### src/rtl/dmem_arbiter.sv
// dmem_arbiter: core/DMA arbiter for a single-port data memory with anti-starvation and 1-cycle read responses
module dmem_arbiter #(
  parameter int AW = 32,
  parameter int DW = 32,
  parameter int DEPTH = 1024,
  parameter int STARVE_LIM = 4
) (
  input  logic          clk,
  input  logic          rst,
  input  logic          core_req,
  input  logic          core_we,
  input  logic [AW-1:0] core_addr,
  input  logic [DW-1:0] core_wdata,
  output logic          core_gnt,
  output logic          core_stall,
  output logic          core_rvalid,
  output logic [DW-1:0] core_rdata,
  output logic          core_err,
  input  logic          dma_req,
  input  logic          dma_we,
  input  logic [AW-1:0] dma_addr,
  input  logic [DW-1:0] dma_wdata,
  output logic          dma_gnt,
  output logic          dma_rvalid,
  output logic [DW-1:0] dma_rdata,
  output logic          dma_err,
  output logic          mem_en,
  output logic          mem_we,
  output logic [AW-1:0] mem_addr,
  output logic [DW-1:0] mem_wdata,
  input  logic [DW-1:0] mem_rdata
);
  localparam int CW = $clog2(STARVE_LIM + 1);
  localparam logic [CW-1:0] LIM = CW'(STARVE_LIM);
  localparam logic [AW-1:0] TOP = AW'(DEPTH);
  typedef enum logic [1:0] {IDLE, RD_CORE, RD_DMA} state_t;
  state_t state;
  logic [CW-1:0] starve_cnt;
  logic force_dma, sel_we, in_range;
  // Grant decision and memory-port steering; all gated by reset
  always_comb begin
    force_dma = dma_req && starve_cnt == LIM;
    core_gnt = rst && core_req && !force_dma;
    dma_gnt = rst && dma_req && !core_gnt;
    core_stall = core_req && !core_gnt;
    sel_we = core_gnt ? core_we : dma_we;
    mem_addr = core_gnt ? core_addr : dma_addr;
    mem_wdata = core_gnt ? core_wdata : dma_wdata;
    in_range = mem_addr < TOP;
    mem_en = (core_gnt || dma_gnt) && in_range;
    mem_we = mem_en && sel_we;
  end
  // Response FSM, starvation counter and error pulses
  always_ff @(posedge clk) begin
    if (!rst) begin
      state <= IDLE;
      starve_cnt <= '0;
      core_err <= 1'b0;
      dma_err <= 1'b0;
    end else begin
      state <= (mem_en && !sel_we) ? (core_gnt ? RD_CORE : RD_DMA) : IDLE;
      starve_cnt <= (!dma_req || dma_gnt) ? '0 : (core_gnt && starve_cnt != LIM) ? starve_cnt + 1'b1 : starve_cnt;
      core_err <= core_gnt && !in_range;
      dma_err <= dma_gnt && !in_range;
    end
  end
  assign core_rvalid = state == RD_CORE;
  assign dma_rvalid = state == RD_DMA;
  assign core_rdata = core_rvalid ? mem_rdata : '0;
  assign dma_rdata = dma_rvalid ? mem_rdata : '0;
endmodule

### config.mk
export PLATFORM = sky130hd
export DESIGN_NAME = dmem_arbiter
export DESIGN_NICKNAME = d
export VERILOG_FILES = /design/src/rtl/dmem_arbiter.sv
export SDC_FILE = /design/constraint.sdc
export NUM_CORES = 1
export LEC_CHECK = 0
export CORE_AREA = 2 2 118 120
export CTS_CLUSTER_DIAMETER = 200
export CTS_CLUSTER_SIZE = 28
export DETAILED_ROUTE_END_ITERATION = 7
export DIE_AREA = 0 0 120 122
export PLACE_DENSITY_LB_ADDON = 0.1
export SLEW_MARGIN = 30
export SYNTH_ARGS = -nofsm -noshare
export SYNTH_HDL_FRONTEND = slang
export SYNTH_SLANG_ARGS = --single-unit
### constraint.sdc
create_clock -name clk -period 5.4 [get_ports clk]
set_clock_uncertainty 0.2 [all_clocks]
set_input_delay 1.08 -clock clk [delete_from_list [all_inputs] [get_ports clk]]
set_output_delay 1.08 -clock clk [all_outputs]
set_load 0.05 [all_outputs]
Word-level counts from Yosys, hierarchy flattened
Index checks and enable logic that the tools add are counted.
Widths: inputs -> output; s select.
{ "word_totals": {"reg_bits": 7, "input_bits": 166, "output_inout_bits": 137, "word_cells": 38} }
{ "classes": {"add_sub_neg": 1, "n_lt_le_gt_ge": 1, "n_eq_ne": 4, "muxes": 6, "bitwise": 1, "n_reduce_logical": 21} }
{ "ops": {"columns": ["op", "count"], "rows": [
  ["$mux 32", 4],
  ["$lt 32x11->1 const B", 1],
  ["$logic_and 1x1->1", 12],
  ["$logic_not 1->1", 5],
  ["$add 3x1->3 const B", 1],
  ["$eq 3x3->1 const B", 1],
  ["$ne 3x3->1 const B", 1],
  ["$eq 2x1->1 const B", 1],
  ["$eq 2x2->1 const B", 1],
  ["$logic_or 1x1->1", 2],
  ["$mux 2", 1],
  ["$reduce_and 2->1", 1],
  ["$reduce_or 2->1", 1],
  ["$mux 1", 1],
  ["$not 1->1", 1]
]} }

Longest topological paths before layout
Gate-level depths: netlist of run 1.
{ "depth": {"depth_word": 10, "depth_mapped": 8, "mapped_depth_nobuf": 6} }

Least setup slack after synthesis of run 1
No wires, ideal clock.
{ "synth_timing": {"path_type": "input to output", "from": "in core_addr[24]", "to": "out mem_en", "t_arrival_ns": 2.692, "required_time_ns": 4.120, "path_slack_ns": 1.428, "path_stages": 4, "path_buffers": 0, "cell_sequence": "or4_4 -> o211ai_2 -> o211ai_2 -> a21oi_1"} }
{ "synth_via": {"elab_chain_cells": 3} }
{ "synth_rtl": {"columns": ["element", "line_no", "source"], "rows": [
  ["from (decl)", "12", "input logic [AW-1:0] core_addr,"],
  ["$mux 32", "47", "mem_addr = core_gnt ? core_addr : dma_addr;"],
  ["$lt 32x11->1", "49", "in_range = mem_addr < TOP;"],
  ["$logic_and 1x1->1", "50", "mem_en = (core_gnt || dma_gnt) && in_range;"],
  ["to (decl)", "27", "output logic mem_en,"]
]} }
No other way between the ends.

Worst setup path in the final report of run 1
{ "layout_timing": {"from": "in core_req", "to": "out mem_wdata[1]"} }
{ "layout_via": {"elab_chain_cells": 3} }
{ "layout_rtl": {"columns": ["element", "line_no", "source"], "rows": [
  ["from (decl)", "10", "input logic core_req,"],
  ["$logic_and 1x1->1 (2 in a row)", "43", "core_gnt = rst && core_req && !force_dma;"],
  ["$mux 32", "48", "mem_wdata = core_gnt ? core_wdata : dma_wdata;"],
  ["to (decl)", "30", "output logic [DW-1:0] mem_wdata,"]
]} }
No other way between the ends.

==> flow_metrics.env, run 1 <==
export IMPL_cts_clk_slew_worst_paths_ps=40
export IMPL_startpoint_type="input port"
export IMPL_max_stage_delay_ps=700
export IMPL_regToRegSetupSlack_ps=3510
export IMPL_ant_nets=0
export IMPL_power_density_mw_per_mm2=117
export IMPL_synth_compound_area_share_pct=3.80
export IMPL_clock_latency_ps=230
export IMPL_final_common_cell="clkdlybuf4s50_1"
export IMPL_relSlewSlack_pct=62.3
export IMPL_hp_class="reg -> reg"
export IMPL_drt_wl_total_um=9830
export IMPL_start_util_pct=12.4
export IMPL_ys_types=28
export IMPL_cts_sinks=7
export IMPL_clk_path_buf_depth=2
export IMPL_cts_hold_buf=0
export IMPL_arrival_ps=3530
export IMPL_synth_simple_gate_area_share_pct=37.1
export IMPL_drt_iter0_drc=44
export IMPL_setup_viol_count_final=0
export IMPL_yosys_area_share_adder_pct=1.49
export IMPL_fmax_ghz=0.208
export IMPL_io_pins=303
export IMPL_hold_viol=0
export IMPL_drive_above_1_share_pct=3.84
export IMPL_end_kind="output port"
export IMPL_cts_resized=0
export IMPL_cap_violations=0
export IMPL_regArea_sq_um=140
export IMPL_tns_ps=0
export IMPL_antenna_found_initial=0
export IMPL_tritoncts="built"
export IMPL_coreArea_sq_mm=0.0135
export IMPL_first_pass_iters=5
export IMPL_slew_violations=0
export IMPL_htreeDepth=1
export IMPL_gp_congestion=0.740
export IMPL_multi_input_area_sq_mm=0.00145
export IMPL_grt_max_degree=34
export IMPL_area_delta_synth_final_pct=196
export IMPL_power_leakage_nw=1.81
export IMPL_synth_top_cell_by_area="mux2_1"
export IMPL_fin_crit_sh_pct=89.1
export IMPL_crit_slowest_cell="clkdlybuf4s50_1"
export IMPL_rows=43
export IMPL_dp_hpwl_um=8840
export IMPL_numCtsBuffers=3
export IMPL_drt_wirelength_per_cell_um=14.6
export IMPL_nets=664
export IMPL_synth_xor_area_share_pct=0
export IMPL_yosys_warnings=0
export IMPL_max_slew_worst_pin_slew_ps=564
export IMPL_ys_seq_elements=7
export IMPL_total_power_mw=0.585
export IMPL_vias=2634
export IMPL_ys_seq_area_share_pct=8.34
export IMPL_rsz0062_at_grt="no"
export IMPL_grt_util_all_layers_pct=12.4
export IMPL_grt_pass1_wl_um=14200
export IMPL_dieArea_sq_mm=0.0146
export IMPL_ir_drop_mv=0.0560
export IMPL_syn_area_sq_mm=0.00168
export IMPL_die_x_um=120
export IMPL_grt_pass1_vias=2720
export IMPL_cp_max_fo=23
export IMPL_synth_top_area_share_pct=42.9
export IMPL_synth_area_leaders="mux2_1 43%, and2_1 25%, dfxtp_1 8.3%"
export IMPL_synth_top_family_by_area="multiplexers"
export IMPL_drc_errors=0
export IMPL_syn_avg_cell_area_sq_um=8.49
export IMPL_path_common_cell="clkdlybuf4s50_1"
export IMPL_die_h_um=122
export IMPL_cts_setup_buffers=0
export IMPL_run_status="finished clean"
export IMPL_cp_cell_sequence="clkdlybuf4s50_1 -> and2_1 -> and2_4 -> buf_4 -> mux2_1 -> clkdlybuf4s50_1"
export IMPL_overflow=0
export IMPL_synth_cells=198
export IMPL_portBuffers=302
export IMPL_cp_required_ps=4120
export IMPL_fill_cells=1392
export IMPL_num_antenna_cells=0
export IMPL_critical_path_class="in -> out"
export IMPL_muxShareOfSynthArea_pct=43.5
export IMPL_synth_fp_nets=366
export IMPL_final_cell_mix="300 x clkdlybuf4s50_1, 65 x and2_1, 64 x mux2_1"
export IMPL_viasPerCell=3.90
export IMPL_root_buffer="clkbuf_16"
export IMPL_period_minus_slack_ps=4810
[logic make-up after synthesis]
| kind of cell | count (synthesis) |
|---|---|
| and+or+nand+nor | 99 |
| muxes | 65 |
| buffers and inverters | 17 |
| AOI/OAI and AO/OA | 8 |
| DFF | 7 |
| adders and majority gates | 2 |
[flip-flops by register name (all words and copies together) (netlist names)]
| register | cells |
|---|---|
| dma_err | 1 |
| starve_cnt | 3 |
| core_err | 1 |
| state | 2 |
[area by class of cell]
class / count / area share [%]
Inverter: 3 / 0.226
Timing Repair Buffer: 307 / 61.8
Clock buffer: 4 / 1.58
Multi-Input combinational cell: 174 / 29.0
Tap cell: 180 / 4.52
Sequential cell: 7 / 2.81
[path summary, 6_finish.rpt]
path,from,to,depth (start not counted)
worst max-delay path,core_req,mem_wdata[1],6
worst min-delay path,starve_cnt[0],starve_cnt[0],1
worst max register to register,starve_cnt[0],dma_err,7
worst min register to register,starve_cnt[0],starve_cnt[0],1
[worst max-delay path: cells and delay by family]
kind / cells / cell delay (ps)
buffers and inverters: 3 / 1530
AND/OR/NAND/NOR: 2 / 570
multiplexers: 1 / 340
[power by group]
group	internal (mW)	switching [mW]	total (mW)
logic	0.198	0.206	0.404
clock network	0.0984	0.0290	0.127
registers	0.0531	0.000479	0.0536
total	0.350	0.235	0.585
[stage by stage]
step | util [%] | setup WS (ps) | area (sq um) | instances | hold WS, ps
floorplan | - | 1430 | 1680 | 198 | 228
global placement | 36.3 | 594 | 4900 | 671 | 247
detailed placement | 36.3 | 570 | 4900 | 671 | 265
CTS | 36.9 | 557 | 4980 | 675 | 271
global route | 36.9 | 472 | 4980 | 675 | 292
finish | 36.9 | 588 | 4980 | 675 | 264
[synthesized netlist by cell type (all sizes together)]
| cell type | count |
|---|---|
| nor2 | 2 |
| mux2i | 1 |
| nor3b | 1 |
| nor4 | 8 |
| nand2 | 4 |
| mux2 | 64 |
| or3b | 1 |
| or4 | 2 |
| o31a | 1 |
| clkbuf | 6 |
| o211ai | 2 |
| ha | 2 |
| inv | 3 |
| buf | 8 |
| and2 | 66 |
| dfxtp | 7 |
| nor2b | 3 |
| o21a | 1 |
| or2 | 2 |
| and4 | 1 |
| nand3 | 2 |
| a21boi | 1 |
| nand4 | 2 |
| a21oi | 3 |
| nor3 | 5 |
[layer usage]
metal,global-route usage [%],share of wire [%],vias to the layer above
met5,0,0,-
met4,2.65,1.5,0
met3,4.31,12,10
met2,25.4,54,181
met1,11.6,33,1149
li1,-,-,1294
Note: power is estimated with default switching activity, not from simulation.
==> run 2, diff against run 1 <==
--- a/config.mk
+++ b/config.mk
@@ -5,11 +5,12 @@
 export SDC_FILE = /design/constraint.sdc
 export NUM_CORES = 1
 export LEC_CHECK = 0
-export CORE_AREA = 2 2 118 120
+export ABC_AREA = 1
+export CORE_AREA = 2 2 117 119
 export CTS_CLUSTER_DIAMETER = 200
 export CTS_CLUSTER_SIZE = 28
 export DETAILED_ROUTE_END_ITERATION = 7
-export DIE_AREA = 0 0 120 122
+export DIE_AREA = 0 0 119 121
 export PLACE_DENSITY_LB_ADDON = 0.1
 export SLEW_MARGIN = 30
 export SYNTH_ARGS = -nofsm -noshare
==> run 2 against run 1 <==
Compared with the run above:
- count of clock-buffer cells in the layout unchanged
- worst hold slack worse by 2.7 ps
- total power up 19%
- via count up 26%
- largest cell class unchanged
- largest power group unchanged
==> flow_metrics.env, run 2 <==
export IMPL_dieArea_sq_mm=0.0144
export IMPL_yosys_top_cells_count="183 x nand2_1, 83 x nor2_1, 60 x inv_1, 14 x nand3_1, 10 x clkbuf_1"
export IMPL_cp_max_fo=28
export IMPL_cp_required_ps=4120
export IMPL_period_minus_slack_ps=4890
export IMPL_ys_seq_elements=7
export IMPL_grt_busiest_layer="met2"
export IMPL_syn_avg_cell_area_sq_um=4.41
export IMPL_fin_crit_sh_pct=90.6
export IMPL_rows=42
export IMPL_drt_wirelength_per_cell_um=13.7
export IMPL_area_delta_synth_final_pct=214
export IMPL_yosysMostFrequentCell="nand2_1"
export IMPL_drive_above_1_share_pct=9.82
export IMPL_ir_drop_mv=0.0713
export IMPL_power_leakage_nw=2.62
export IMPL_num_antenna_cells=0
export IMPL_max_slew_worst_pin_slew_ps=608
export IMPL_end_kind="output port"
export IMPL_die_x_um=119
export IMPL_nets=851
export IMPL_root_buffer="clkbuf_16"
export IMPL_synth_fp_nets=562
export IMPL_regMostFlops="starve_cnt"
export IMPL_vias=3330
export IMPL_overflow=0
export IMPL_setup_slack_ps=505
export IMPL_synth_simple_gate_area_share_pct=68.4
export IMPL_grt_pass1_wl_um=17700
export IMPL_synth_top_cell_by_area="nand2_1"
export IMPL_muxShareOfSynthArea_pct=0
export IMPL_hold_viol=0
export IMPL_first_pass_iters=4
export IMPL_power_density_mw_per_mm2=128
export IMPL_synth_top_family_by_area="simple AND/OR/NAND/NOR gates"
export IMPL_cts_setup_buffers=0
export IMPL_drt_iter0_drc=86
export IMPL_tritoncts="built"
export IMPL_cts_sinks=7
export IMPL_largest_register_ffs=3
export IMPL_antenna_found_initial=0
export IMPL_viasPerCell=3.88
export IMPL_die_h_um=121
export IMPL_grt_use_met1_pct=15.5
export IMPL_portBuffers=302
export IMPL_io_pins=303
export IMPL_critical_path_class="in -> out"
export IMPL_numCtsBuffers=3
export IMPL_pre_cts_slack_ps=496
export IMPL_synth_cells=394
export IMPL_grt_max_degree=37
export IMPL_dp_hpwl_um=10100
export IMPL_synth_compound_area_share_pct=1.29
export IMPL_synth_area_leaders="nand2_1 39%, nor2_1 18%, inv_1 13%"
export IMPL_ys_types=23
export IMPL_fill_cells=1369
export IMPL_synth_async_sr_flop_share_pct=0
export IMPL_final_common_cell="clkdlybuf4s50_1"
export IMPL_clock_latency_ps=230
export IMPL_cts_resized=0
export IMPL_met2_usage_pct=32.2
export IMPL_drt_wl_total_um=11700
export IMPL_ys_seq_area_share_pct=8.06
export IMPL_slew_violations=0
export IMPL_grt_pass1_vias=3380
export IMPL_coreArea_sq_mm=0.0131
export IMPL_fmax_ghz=0.204
export IMPL_start_util_pct=13.3
export IMPL_grt_util_met3_pct=3.81
export IMPL_gp_congestion=0.826
export IMPL_synth_top_flop_cell="dfxtp_1"
export IMPL_startpoint_type="input port"
export IMPL_rsz0062_at_grt="no"
export IMPL_syn_area_sq_mm=0.00174
export IMPL_synth_edff_count=0
export IMPL_grt_util_all_layers_pct=15.4
export IMPL_relSlewSlack_pct=59.3
export IMPL_yosys_warnings=0
export IMPL_fin_hold_ws_ps=262
export IMPL_drc_errors=0
export IMPL_reg_top3="starve_cnt (3), state (2)"
export IMPL_arrival_ps=3610
export IMPL_ant_nets=0
export IMPL_tns_ps=0
export IMPL_cap_violations=0
export IMPL_multi_input_area_sq_mm=0.00125
export IMPL_htreeDepth=1
export IMPL_run_status="finished clean"
export IMPL_synth_xor_area_share_pct=0.504
export IMPL_post_route_util_pct=41.7
export IMPL_synth_top_area_share_pct=39.5
export IMPL_cts_clk_slew_worst_paths_ps=30
export IMPL_yosys_area_share_adder_pct=1.44
export IMPL_clk_path_buf_depth=2
export IMPL_setup_viol_count_final=0
export IMPL_cts_hold_buf=0
export IMPL_hp_class="reg -> reg"
export IMPL_regArea_sq_um=140
export IMPL_final_cell_mix="254 x clkdlybuf4s50_1, 182 x nand2_1, 83 x nor2_1"
[run 2: cell types whose count changed after synthesis, sizes merged, moves of 7 or more]
cell,before,now
and2,66,0
inv,3,61
mux2,64,0
nand2,4,187
nand3,2,15
nand3b,0,7
nor2,2,85
nor4,8,0
[run 2: worst paths after layout]
path                               startpoint            end  slack (ps)  depth (start not counted)
worst min-delay path            starve_cnt[0]  starve_cnt[0]         260                          1
worst max register to register  starve_cnt[0]       state[1]        3040                         12
worst min register to register  starve_cnt[0]  starve_cnt[0]         260                          1
worst max-delay path                      rst   mem_addr[25]         510                          8
[run 2: power by group]
group | switching [mW] | total (mW) | internal (mW) | leakage (nW)
combinational | 0.262 | 0.518 | 0.256 | 2.52
sequential | 0.000494 | 0.0537 | 0.0532 | 0.0570
clock | 0.0268 | 0.125 | 0.0981 | 0.0382
[run 2: through the flow]
step	power (mW)	cells	cell area (sq um)
3_3_place_gp	0.576	854	5370
2_1_floorplan	0.280	394	1740
3_5_place_dp	0.577	854	5380
6_report	0.697	858	5460
4_1_cts	0.707	858	5460
5_1_grt	0.734	858	5460
[run 2: worst max-delay path, cell delays in order]
cell	delay (ps)
clkdlybuf4s50_1	450
nand2_2	120
clkinv_2	270
nand2_4	350
buf_4	350
nand2_1	80
nand2_1	90
clkdlybuf4s50_1	810
[run 2: kinds of logic after synthesis]
group                      after synthesis
xor gates and xnor gates                 1
and+or+nand+nor                        296
AOI/OAI and AO/OA                        4
adders and majority gates                2
DFF                                      7
buffers and inverters                   84
[run 2: metal layers]
| metal | part of all wire (%) | routed length [um] |
|---|---|---|
| met1 | 35 | 4100 |
| met2 | 56 | 6570 |
| met3 | 8.7 | 1020 |
| met4 | 0.45 | 53 |
| met5 | 0 | 0 |
[run 2: final cells by class]
class	instances	area share, %
Timing Repair Buffer	306	64.8
Multi-Input combinational cell	303	22.9
Sequential cell	7	2.57
Tap cell	176	4.04
Inverter	62	4.29
Clock buffer	4	1.44
